$ cat config.mk
export PLATFORM = sky130hd
export DESIGN_NAME = mavg_stream_ctrl
export DESIGN_NICKNAME = d
export VERILOG_FILES = /design/src/rtl/mavg_ctrl_pkg.sv /design/src/rtl/mavg_out_buf.sv /design/src/rtl/mavg_stream_ctrl.sv
export SDC_FILE = /design/constraint.sdc
export NUM_CORES = 1
export LEC_CHECK = 0
export BUFFER_PORTS_ARGS = -buffer_cell sky130_fd_sc_hd__buf_2
export CORE_AREA = 3 3 124 78
export DETAILED_ROUTE_END_ITERATION = 8
export DIE_AREA = 0 0 127 81
export PLACE_DENSITY = 0.66
export SLEW_MARGIN = 25
export SYNTH_ARGS = -nofsm -noshare
export SYNTH_HDL_FRONTEND = slang
export SYNTH_SLANG_ARGS = --single-unit
$ cat constraint.sdc
create_clock -name clk -period 2.3 [get_ports clk]
set_clock_uncertainty 0.1 [all_clocks]
set_input_delay 0.46 -clock clk [delete_from_list [all_inputs] [get_ports clk]]
set_output_delay 0.46 -clock clk [all_outputs]
set_load 0.03 [all_outputs]
$ cat src/rtl/mavg_ctrl_pkg.sv
`default_nettype none
// ============================================================================
// Module : mavg_ctrl_pkg
// Desc   : Shared state type, mode codes and window helpers for the
//          moving-average stream controller.
// Rev    : 1.0  initial release
// ============================================================================
package mavg_ctrl_pkg;

    typedef enum logic [1:0] {
        ST_IDLE  = 2'd0,
        ST_RUN   = 2'd1,
        ST_DRAIN = 2'd2
    } ctrl_state_e;

    localparam logic [2:0] MODE_PASS      = 3'b000;
    localparam logic [2:0] MODE_AVG2      = 3'b001;
    localparam logic [2:0] MODE_AVG3      = 3'b010;
    localparam logic [2:0] MODE_AVG4      = 3'b011;
    localparam logic [2:0] MODE_AVG16     = 3'b100;
    localparam logic [2:0] MODE_AVG16_ALT = 3'b101;

    localparam int BUF_DEPTH = 2;
    localparam int WARM_W    = 4;

    function automatic logic [4:0] win_len(input logic [2:0] mode);
        logic [4:0] len;
        case (mode)
            MODE_PASS:                  len = 5'd1;
            MODE_AVG2:                  len = 5'd2;
            MODE_AVG3:                  len = 5'd3;
            MODE_AVG4:                  len = 5'd4;
            MODE_AVG16, MODE_AVG16_ALT: len = 5'd16;
            default:                    len = 5'd1;
        endcase
        return len;
    endfunction

    // Number of results to throw away before the window is fully populated.
    function automatic logic [WARM_W-1:0] warm_init(input logic [2:0] mode);
        logic [4:0] cnt;
        cnt = win_len(mode) - 5'd1;
        return cnt[WARM_W-1:0];
    endfunction

endpackage
`default_nettype wire

$ cat src/rtl/mavg_out_buf.sv
`default_nettype none
// ============================================================================
// Module : mavg_out_buf
// Desc   : Two-entry valid/ready result FIFO; reports free entries so the
//          issuer can reserve space before a sample is sent to the engine.
// Rev    : 1.0  initial release
// ============================================================================
module mavg_out_buf
#(
    parameter int DATA_WIDTH = 16,
    parameter int DEPTH      = 2
) (
    input  logic                  clk,
    input  logic                  rst_n,
    input  logic                  push_i,
    input  logic [DATA_WIDTH-1:0] push_data_i,
    output logic                  m_valid_o,
    input  logic                  m_ready_i,
    output logic [DATA_WIDTH-1:0] m_data_o,
    output logic [1:0]            free_entries_o,
    output logic                  empty_o
);
    import mavg_ctrl_pkg::*;

    logic [DATA_WIDTH-1:0] mem_q [2];
    logic                  wr_ptr_q;
    logic                  rd_ptr_q;
    logic [1:0]            count_q;
    logic [1:0]            count_d;
    logic                  pop;

    assign empty_o        = (count_q == 2'd0);
    assign m_valid_o      = !empty_o;
    assign m_data_o       = mem_q[rd_ptr_q];
    assign free_entries_o = 2'(DEPTH) - count_q;
    assign pop            = m_valid_o && m_ready_i;

    always_comb begin
        count_d = count_q;
        case ({push_i, pop})
            2'b10:   count_d = count_q + 2'd1;
            2'b01:   count_d = count_q - 2'd1;
            default: count_d = count_q;
        endcase
    end

    always_ff @(posedge clk) begin
        if (!rst_n) begin
            mem_q[0] <= '0;
            mem_q[1] <= '0;
            wr_ptr_q <= 1'b0;
            rd_ptr_q <= 1'b0;
            count_q  <= 2'd0;
        end else begin
            if (push_i) begin
                mem_q[wr_ptr_q] <= push_data_i;
                wr_ptr_q        <= ~wr_ptr_q;
            end
            if (pop) begin
                rd_ptr_q <= ~rd_ptr_q;
            end
            count_q <= count_d;
        end
    end

endmodule
`default_nettype wire

$ cat src/rtl/mavg_stream_ctrl.sv
`default_nettype none
// ============================================================================
// Module : mavg_stream_ctrl
// Desc   : Sequencer between a valid/ready sample stream and the moving-average
//          engine: issues strobes, applies config at safe points, discards
//          warm-up results and buffers outputs. Optional statistics counters
//          are compiled in with MAVG_STREAM_CTRL_STATS_EN.
// Rev    : 1.0  initial release
// ============================================================================
module mavg_stream_ctrl
#(
    parameter int DATA_WIDTH = 16,
    parameter int BUF_DEPTH  = mavg_ctrl_pkg::BUF_DEPTH
) (
    input  logic                  clk,
    input  logic                  rst_n,
    input  logic                  s_valid,
    output logic                  s_ready,
    input  logic [DATA_WIDTH-1:0] s_data,
    input  logic                  cfg_valid,
    output logic                  cfg_ready,
    input  logic [2:0]            cfg_mode,
    input  logic                  cfg_refresh_mode,
    input  logic                  cfg_flush,
    output logic                  m_valid,
    input  logic                  m_ready,
    output logic [DATA_WIDTH-1:0] m_data,
    output logic                  eng_enable,
    output logic                  eng_data_refresh,
    output logic [DATA_WIDTH-1:0] eng_din,
    output logic [2:0]            eng_mode,
    output logic                  eng_output_refresh_mode,
    input  logic [DATA_WIDTH-1:0] eng_dout,
    input  logic                  eng_output_pulse,
    output logic                  busy
`ifdef MAVG_STREAM_CTRL_STATS_EN
    ,
    output logic [31:0]           stat_samples,
    output logic [31:0]           stat_results,
    output logic [31:0]           stat_discards
`endif
);
    import mavg_ctrl_pkg::*;

    ctrl_state_e           state_q, state_d;
    logic [2:0]            mode_q, mode_d;
    logic                  orm_q, orm_d;
    logic [WARM_W-1:0]     warm_q, warm_d;
    logic                  refresh_q, refresh_d;
    logic [DATA_WIDTH-1:0] din_q, din_d;
    logic                  inflight_q;

    logic [1:0]            free_entries;
    logic                  buf_empty;
    logic                  has_credit;
    logic                  push;

    // A slot is reserved for every sample still in the engine pipeline, both
    // the one being strobed now and the one whose result is due this cycle.
    assign has_credit = {1'b0, free_entries} >
                        ({2'b00, inflight_q} + {2'b00, refresh_q});

    always_comb begin
        state_d   = state_q;
        mode_d    = mode_q;
        orm_d     = orm_q;
        warm_d    = warm_q;
        refresh_d = 1'b0;
        din_d     = din_q;
        s_ready   = 1'b0;
        cfg_ready = 1'b0;
        push      = 1'b0;

        if (inflight_q) begin
            if (warm_q != '0) begin
                warm_d = warm_q - 1'b1;
            end else if (eng_output_pulse) begin
                push = 1'b1;
            end
        end

        case (state_q)
            ST_IDLE: begin
                cfg_ready = 1'b1;
                if (cfg_valid) begin
                    mode_d  = cfg_mode;
                    orm_d   = cfg_refresh_mode;
                    warm_d  = warm_init(cfg_mode);
                    state_d = ST_RUN;
                end
            end
            ST_RUN: begin
                s_ready = !cfg_valid && has_credit;
                if (cfg_valid) begin
                    state_d = ST_DRAIN;
                end else if (s_valid && has_credit) begin
                    refresh_d = 1'b1;
                    din_d     = s_data;
                end
            end
            ST_DRAIN: begin
                cfg_ready = !inflight_q;
                if (cfg_valid && !inflight_q) begin
                    mode_d = cfg_mode;
                    orm_d  = cfg_refresh_mode;
                    if (cfg_flush) begin
                        warm_d = warm_init(cfg_mode);
                    end
                    state_d = ST_RUN;
                end
            end
            default: begin
                state_d = ST_IDLE;
            end
        endcase
    end

    always_ff @(posedge clk) begin
        if (!rst_n) begin
            state_q    <= ST_IDLE;
            mode_q     <= 3'b000;
            orm_q      <= 1'b0;
            warm_q     <= '0;
            refresh_q  <= 1'b0;
            din_q      <= '0;
            inflight_q <= 1'b0;
        end else begin
            state_q    <= state_d;
            mode_q     <= mode_d;
            orm_q      <= orm_d;
            warm_q     <= warm_d;
            refresh_q  <= refresh_d;
            din_q      <= din_d;
            inflight_q <= refresh_q;
        end
    end

    mavg_out_buf #(
        .DATA_WIDTH (DATA_WIDTH),
        .DEPTH      (BUF_DEPTH)
    ) u_out_buf (
        .clk            (clk),
        .rst_n          (rst_n),
        .push_i         (push),
        .push_data_i    (eng_dout),
        .m_valid_o      (m_valid),
        .m_ready_i      (m_ready),
        .m_data_o       (m_data),
        .free_entries_o (free_entries),
        .empty_o        (buf_empty)
    );

    assign eng_enable              = (state_q != ST_IDLE);
    assign eng_data_refresh        = refresh_q;
    assign eng_din                 = din_q;
    assign eng_mode                = mode_q;
    assign eng_output_refresh_mode = orm_q;
    assign busy                    = (state_q != ST_IDLE) || inflight_q || !buf_empty;

`ifdef MAVG_STREAM_CTRL_STATS_EN
    logic        stat_clr;
    logic [31:0] stat_samples_q;
    logic [31:0] stat_results_q;
    logic [31:0] stat_discards_q;

    assign stat_clr = cfg_valid && cfg_ready && cfg_flush;

    always_ff @(posedge clk) begin
        if (!rst_n || stat_clr) begin
            stat_samples_q  <= '0;
            stat_results_q  <= '0;
            stat_discards_q <= '0;
        end else begin
            if (refresh_q && (stat_samples_q != '1)) begin
                stat_samples_q <= stat_samples_q + 32'd1;
            end
            if (push && (stat_results_q != '1)) begin
                stat_results_q <= stat_results_q + 32'd1;
            end
            if (inflight_q && !push && (stat_discards_q != '1)) begin
                stat_discards_q <= stat_discards_q + 32'd1;
            end
        end
    end

    assign stat_samples  = stat_samples_q;
    assign stat_results  = stat_results_q;
    assign stat_discards = stat_discards_q;
`endif

endmodule
`default_nettype wire

# Yosys cells after proc, flatten, opt, wreduce, memory -nomap -nowiden
# Memories as Yosys holds them, arrays and structs flattened. A register that Yosys moved wholly into a read port is not among the register bits.
# Index checks and enable logic that the tools add are counted.
# totals
memories,1
mem_bits_rw,32
output_inout_bits,42
ff_bits,32
in_bits,43
elab_cells,95
# op_classes
n_eq_ne,12
bitwise_logic,5
n_lt_le_gt_ge,1
mux,38
n_reduce_logical,21
add_sub_neg,7
# memory_table
name,depth,width,read_ports,rd_clocked_by_memory_dff,wr,line_no,source
u_out_buf.mem_q,2,16,1,1,2,mavg_out_buf.sv:25,logic [DATA_WIDTH-1:0] mem_q [2];
# ops
cell,count
4-bit 2-to-1 mux,10
16-bit 2-to-1 mux,1
16-bit OR reduction,1
1-bit 2-to-1 mux,15
3-bit case mux with 4 select lines,1
"4-bit by 1-bit subtractor with 4-bit output, second input constant",3
3-bit AND reduction,3
4-bit case mux with 2 select lines,1
"3-bit by 2-bit == test with 1-bit output, second input constant",2
"3-bit == test, second input constant",2
2-bit 2-to-1 mux,3
3-bit 2-to-1 mux,2
"2-bit inequality test, second input constant",3
2-bit case mux with 3 select lines,1
3-bit case mux with 2 select lines,1
2-bit nonzero test,3
1-bit inverter,5
"2-bit by 1-bit == test with 1-bit output, second input constant",2
"2-bit == test, second input constant",2
1-bit logical AND,4
2-bit zero test,2
1-bit case mux with 2 select lines,2
2-bit case mux with 2 select lines,1
4-bit nonzero test,1
other kinds (10),13

# Logic depth before layout (Yosys ltp)
# depth
depth_word,10
depth_mapped,9

# Modules after synthesis
# From an unflattened synthesis, not the netlist that was laid out.
# unflattened
hier_cells,283
area_unflattened_um2,2961.6
# modules_own_cells
module,n_inst,seq_area_each_um2,cells_each,area_per_inst_um2
mavg_out_buf,1,1061.0,132,1605.3
mavg_stream_ctrl,1,560.5,151,1356.3

# Worst setup path after synthesis
# No wires, ideal clock.
# synth_path
path_type,register to output
startpoint,register refresh_q (netlist: eng_data_refresh)
endpoint,output port s_ready
setup_slack_ns,-0.016
arrival_time_ns,1.756
t_required_ns,1.740
stages_incl_launch_ff,6
cell_sequence,dfxtp_1 ha_1 ha_1 a21oi_1 o21ai_1 nor2b_1
# synth_between
elab_chain_len,4
# synth_rtl
element,line_no,source
from (decl),mavg_stream_ctrl.sv:49,"logic refresh_q, refresh_d;"
from (signal assigned),mavg_stream_ctrl.sv:132,refresh_q <= refresh_d;
1-bit by 1-bit adder with 2-bit output,mavg_stream_ctrl.sv:61,"({2'b00, inflight_q} + {2'b00, refresh_q});"
2-bit greater-than comparator,mavg_stream_ctrl.sv:60,"assign has_credit = {1'b0, free_entries} >"
1-bit logical AND,mavg_stream_ctrl.sv:93,s_ready = !cfg_valid && has_credit;
1-bit 2-to-1 mux,mavg_stream_ctrl.sv:82,case (state_q)
to (decl),mavg_stream_ctrl.sv:18,"output logic s_ready,"
# Every way passes these cells.

# Final worst setup path
# layout_path
startpoint,register u_out_buf.count_q[1]
endpoint,output port s_ready
# layout_between
elab_chain_len,4
# layout_rtl
element,line_no,source
from (decl),mavg_out_buf.sv:28,logic [1:0] count_q;
from (signal assigned),mavg_out_buf.sv:62,count_q <= count_d;
2-bit subtractor,mavg_out_buf.sv:35,assign free_entries_o = 2'(DEPTH) - count_q;
2-bit greater-than comparator,mavg_stream_ctrl.sv:60,
1-bit logical AND,mavg_stream_ctrl.sv:93,
1-bit 2-to-1 mux,mavg_stream_ctrl.sv:82,
# Every way passes these cells.

==> impl_results.md <==
- CTS tree: done
- P_int: between 2 and 2.5 mW
- Synth Flop Type: dfxtp_1
- Root buf cell: clkbuf_16
- Starting DRT DRC Count: 100
- Worst Max-Slew Pin Slew: ~400 ps
- Post-synthesis compound-gate area fraction: about 6.2%
- H-tree levels: 3
- Proportion of layout cells with a drive suffix above 1: between 30% and 40%
- Clock share of power: ~44%
- Hold WS: around 280 ps
- Worst VDD drop: between 0.3 and 0.4 mV
- Adder-Cell Fraction of Synth Area: a little under 3%
- Syn Area/Cell: between 10 and 15 µm²
- DIE WIDTH: 127 µm
- Finish-stage setup viols: 1
- Initial antenna violation count: 0
- Worst min path class: input port to flip-flop
- Seq pwr share: 43.7%
- Crit-path max cell delay: between 300 and 400 ps
- Leakage: approximately 1.7 nW
- Ports: 85
- Final wirelength: about 7.0 mm
- Mapped Cells: 286
- Nets: between 400 and 500
- Mux share of post-synthesis cell area: 12.1%
- Final instance area: 0.00397 mm²
- Sw Share: a little under a quarter
- Final max-slew violation count: 0
- Post-Syn Nets: between 300 and 400
- Clock transition at path regs: 50 ps
- Aggregate global routing overflow: 0
- Core Box Area: about 0.0085 mm²
- Largest family of logic cells by synthesized area: simple AND/OR/NAND/NOR gates
- Period utilization: 101%
- Register area share after synthesis: between 50% and 60%
- Die area: just over 0.01 mm²
- N_diodes: 0
- Fin. Hold Viols: 0
- Number of synthesized flops with an enable pin: 32
- First-pass GRT wire length: about 12 mm
- Worst skew pair latency: about 320 ps
- Total CTS buffers: 9
- Worst setup margin: -32.2 ps
- DRC violations left: 0
- Crit path max fanout: 3
- Synth warn: 0
- Initial core utilization: 35.0%
- CTS Sinks: 65
- Worst Path Arrival: roughly 1800 ps
- Pwr Density: 742 mW/mm²
- Rel. slew slack: between 70 and 80%
- Synth Area in XOR/XNOR: about 1.2%
- CP cell instances: inv_2 -> ha_4 -> inv_2 -> ha_4 -> nor2b_4 -> o21ai_4 -> nor2b_2 -> buf_6
- Max Freq: ~430 MHz
- Via Count: approximately 2,300
- Logic pwr share: approximately 12%
- Net switching power: around 0.70 mW
- Routed vias/inst: 4.69
- Outcome: finished, violations left
- Detail Route Antenna Nets: 0
- Failing checks: negative setup slack
- Crit-path slowest cell: dfxtp_2
- DR WL/cell: 14.0 µm
- Critical path class: flip-flop to output port
- Main area contributors after synthesis: edfxtp_1, dfxtp_1, nand2_1
- Synth Area in Simple Gates: approximately 19%
- Clock tree buffer depth: 2
- Largest net degree at the start of global routing: 41
- Final Util: 46.6%
- Post-layout min period: roughly 2300 ps
- Critical Path RT: between 1500 and 2000 ps
- RSZ-0062 raised after global routing: true
- Top cell type's share of synthesized area: between 30% and 40%
- Vias in the first global route: 2,326
- P&R area growth vs syn: 33.0%
- Total GRT Usage: 14.7%
- Detail Placement HPWL: 4.74 mm
- Unique masters post-synth: 42
- Rows: 26
- Seq cells post-synth: 65
- Maxcap violations: 0
- RePlAce Congestion: around 0.81
- Synth top cells by count: nand2_1, nor2_1, dfxtp_1
- Synth area leader: edfxtp_1
- IO Port Bufs: between 80 and 90
- Die Y: between 80 and 90 µm
- Post-Place Cell Area: 0.00355 mm²
- Reg2reg setup slack: 200 ps
- Critical path endpoint category: output port
- First-pass iteration count of the detailed router: 4
- Async S/R FF share, synth: 0%
- Most frequent cell after synthesis: nand2_1
- Synthesized cell area: 0.00298 mm²
- Startpoint types: flip-flop
[power groups by stage]
stage	Clock, mW	Sequential (mW)	Combinational, mW
finish	1.30	1.29	0.362
global route	1.39	1.29	0.396
CTS	1.34	1.29	0.358
detailed placement	0	1.31	0.348
global placement	0	1.31	0.343
floorplan	0	1.33	0.206
[cells by family (layout without fill, tap and decap cells)]
logic type	after synthesis	count (layout)
buffers and inverters	28	127
DFF	65	65
AOI/OAI and AO/OA	27	27
and+or+nand+nor	121	121
adders and majority gates	7	7
muxes	34	34
xor gates and xnor gates	4	4
[cell usage in the layout (no fill, tap or decap), types with 7 or more instances in the layout]
master,synthesis,routed
a21oi_1,8,7
buf_2,7,83
buf_4,0,14
clkbuf_16,0,9
dfxtp_1,33,29
edfxtp_1,32,32
inv_1,10,7
mux2_1,10,10
mux2_2,7,7
mux2i_1,17,17
nand2_1,53,53
nand3_1,8,8
nor2_1,39,39
[cell type report]
| type | count | area, µm² |
|---|---|---|
| Clock buffer | 14 | 284 |
| Multi-Input combinational cell | 193 | 1290 |
| Clock inverter | 2 | 10.0 |
| Tap cell | 112 | 140 |
| Sequential cell | 65 | 1630 |
| Timing Repair Buffer | 100 | 572 |
| Fill cell | 823 | 4550 |
| Inverter | 11 | 41.3 |
[stage by stage]
stage / setup WS [ps] / total power, mW / setup TNS [ps] / cells
2_1_floorplan: 122 / 1.54 / 0 / 286
5_1_grt: -127 / 3.08 / -127 / 497
3_5_place_dp: 155 / 1.66 / 0 / 475
3_3_place_gp: 165 / 1.65 / 0 / 475
6_report: -32.2 / 2.95 / -32.2 / 497
4_1_cts: -12.5 / 2.98 / -12.5 / 495
[metal layers]
layer  routed length [µm]  part of all wire, %  GRT usage [%]  up-vias
li1                     -                    -              -     1164
met1                 3150                   45           18.7     1082
met2                 3170                   45           22.9       81
met3                  583                  8.4           5.65        5
met4                   63                 0.90           5.14        0
met5                    0                    0              0        -
[sequential cells by signal, indices dropped and copies added, names as in the netlist, named ones only]
| register | count |
|---|---|
| warm_q | 4 |
| inflight_q | 1 |
| eng_din | 16 |
| state_q | 2 |
| eng_mode | 3 |
| u_out_buf.wr_ptr_q | 1 |
| eng_output_refresh_mode | 1 |
| u_out_buf.count_q | 2 |
| u_out_buf.rd_ptr_q | 1 |
| eng_data_refresh | 1 |
| u_out_buf.mem_q | 32 |
[worst paths after layout]
kind	start	to	cells after the start
max reg2reg	u_out_buf.count_q[1]	eng_din[0]	10
min	s_data[3]	eng_din[3]	3
min reg2reg	eng_din[2]	eng_din[2]	2
max	u_out_buf.count_q[1]	s_ready	8
[critical path: cells and delay by family, from the launching register on]
kind,cells,cell delay (ps)
compound gates,1,70
flops,1,340
simple gates,2,300
buf+inv,3,230
fa+ha+maj,2,520
[timing repair]
item,in CTS,in global routing
setup endpoints to repair,1,1
resized for setup,15,3
buffers inserted,4,2
pin swaps,5,3
hold buffers,0,0
Power figures use the tool's default switching activity.
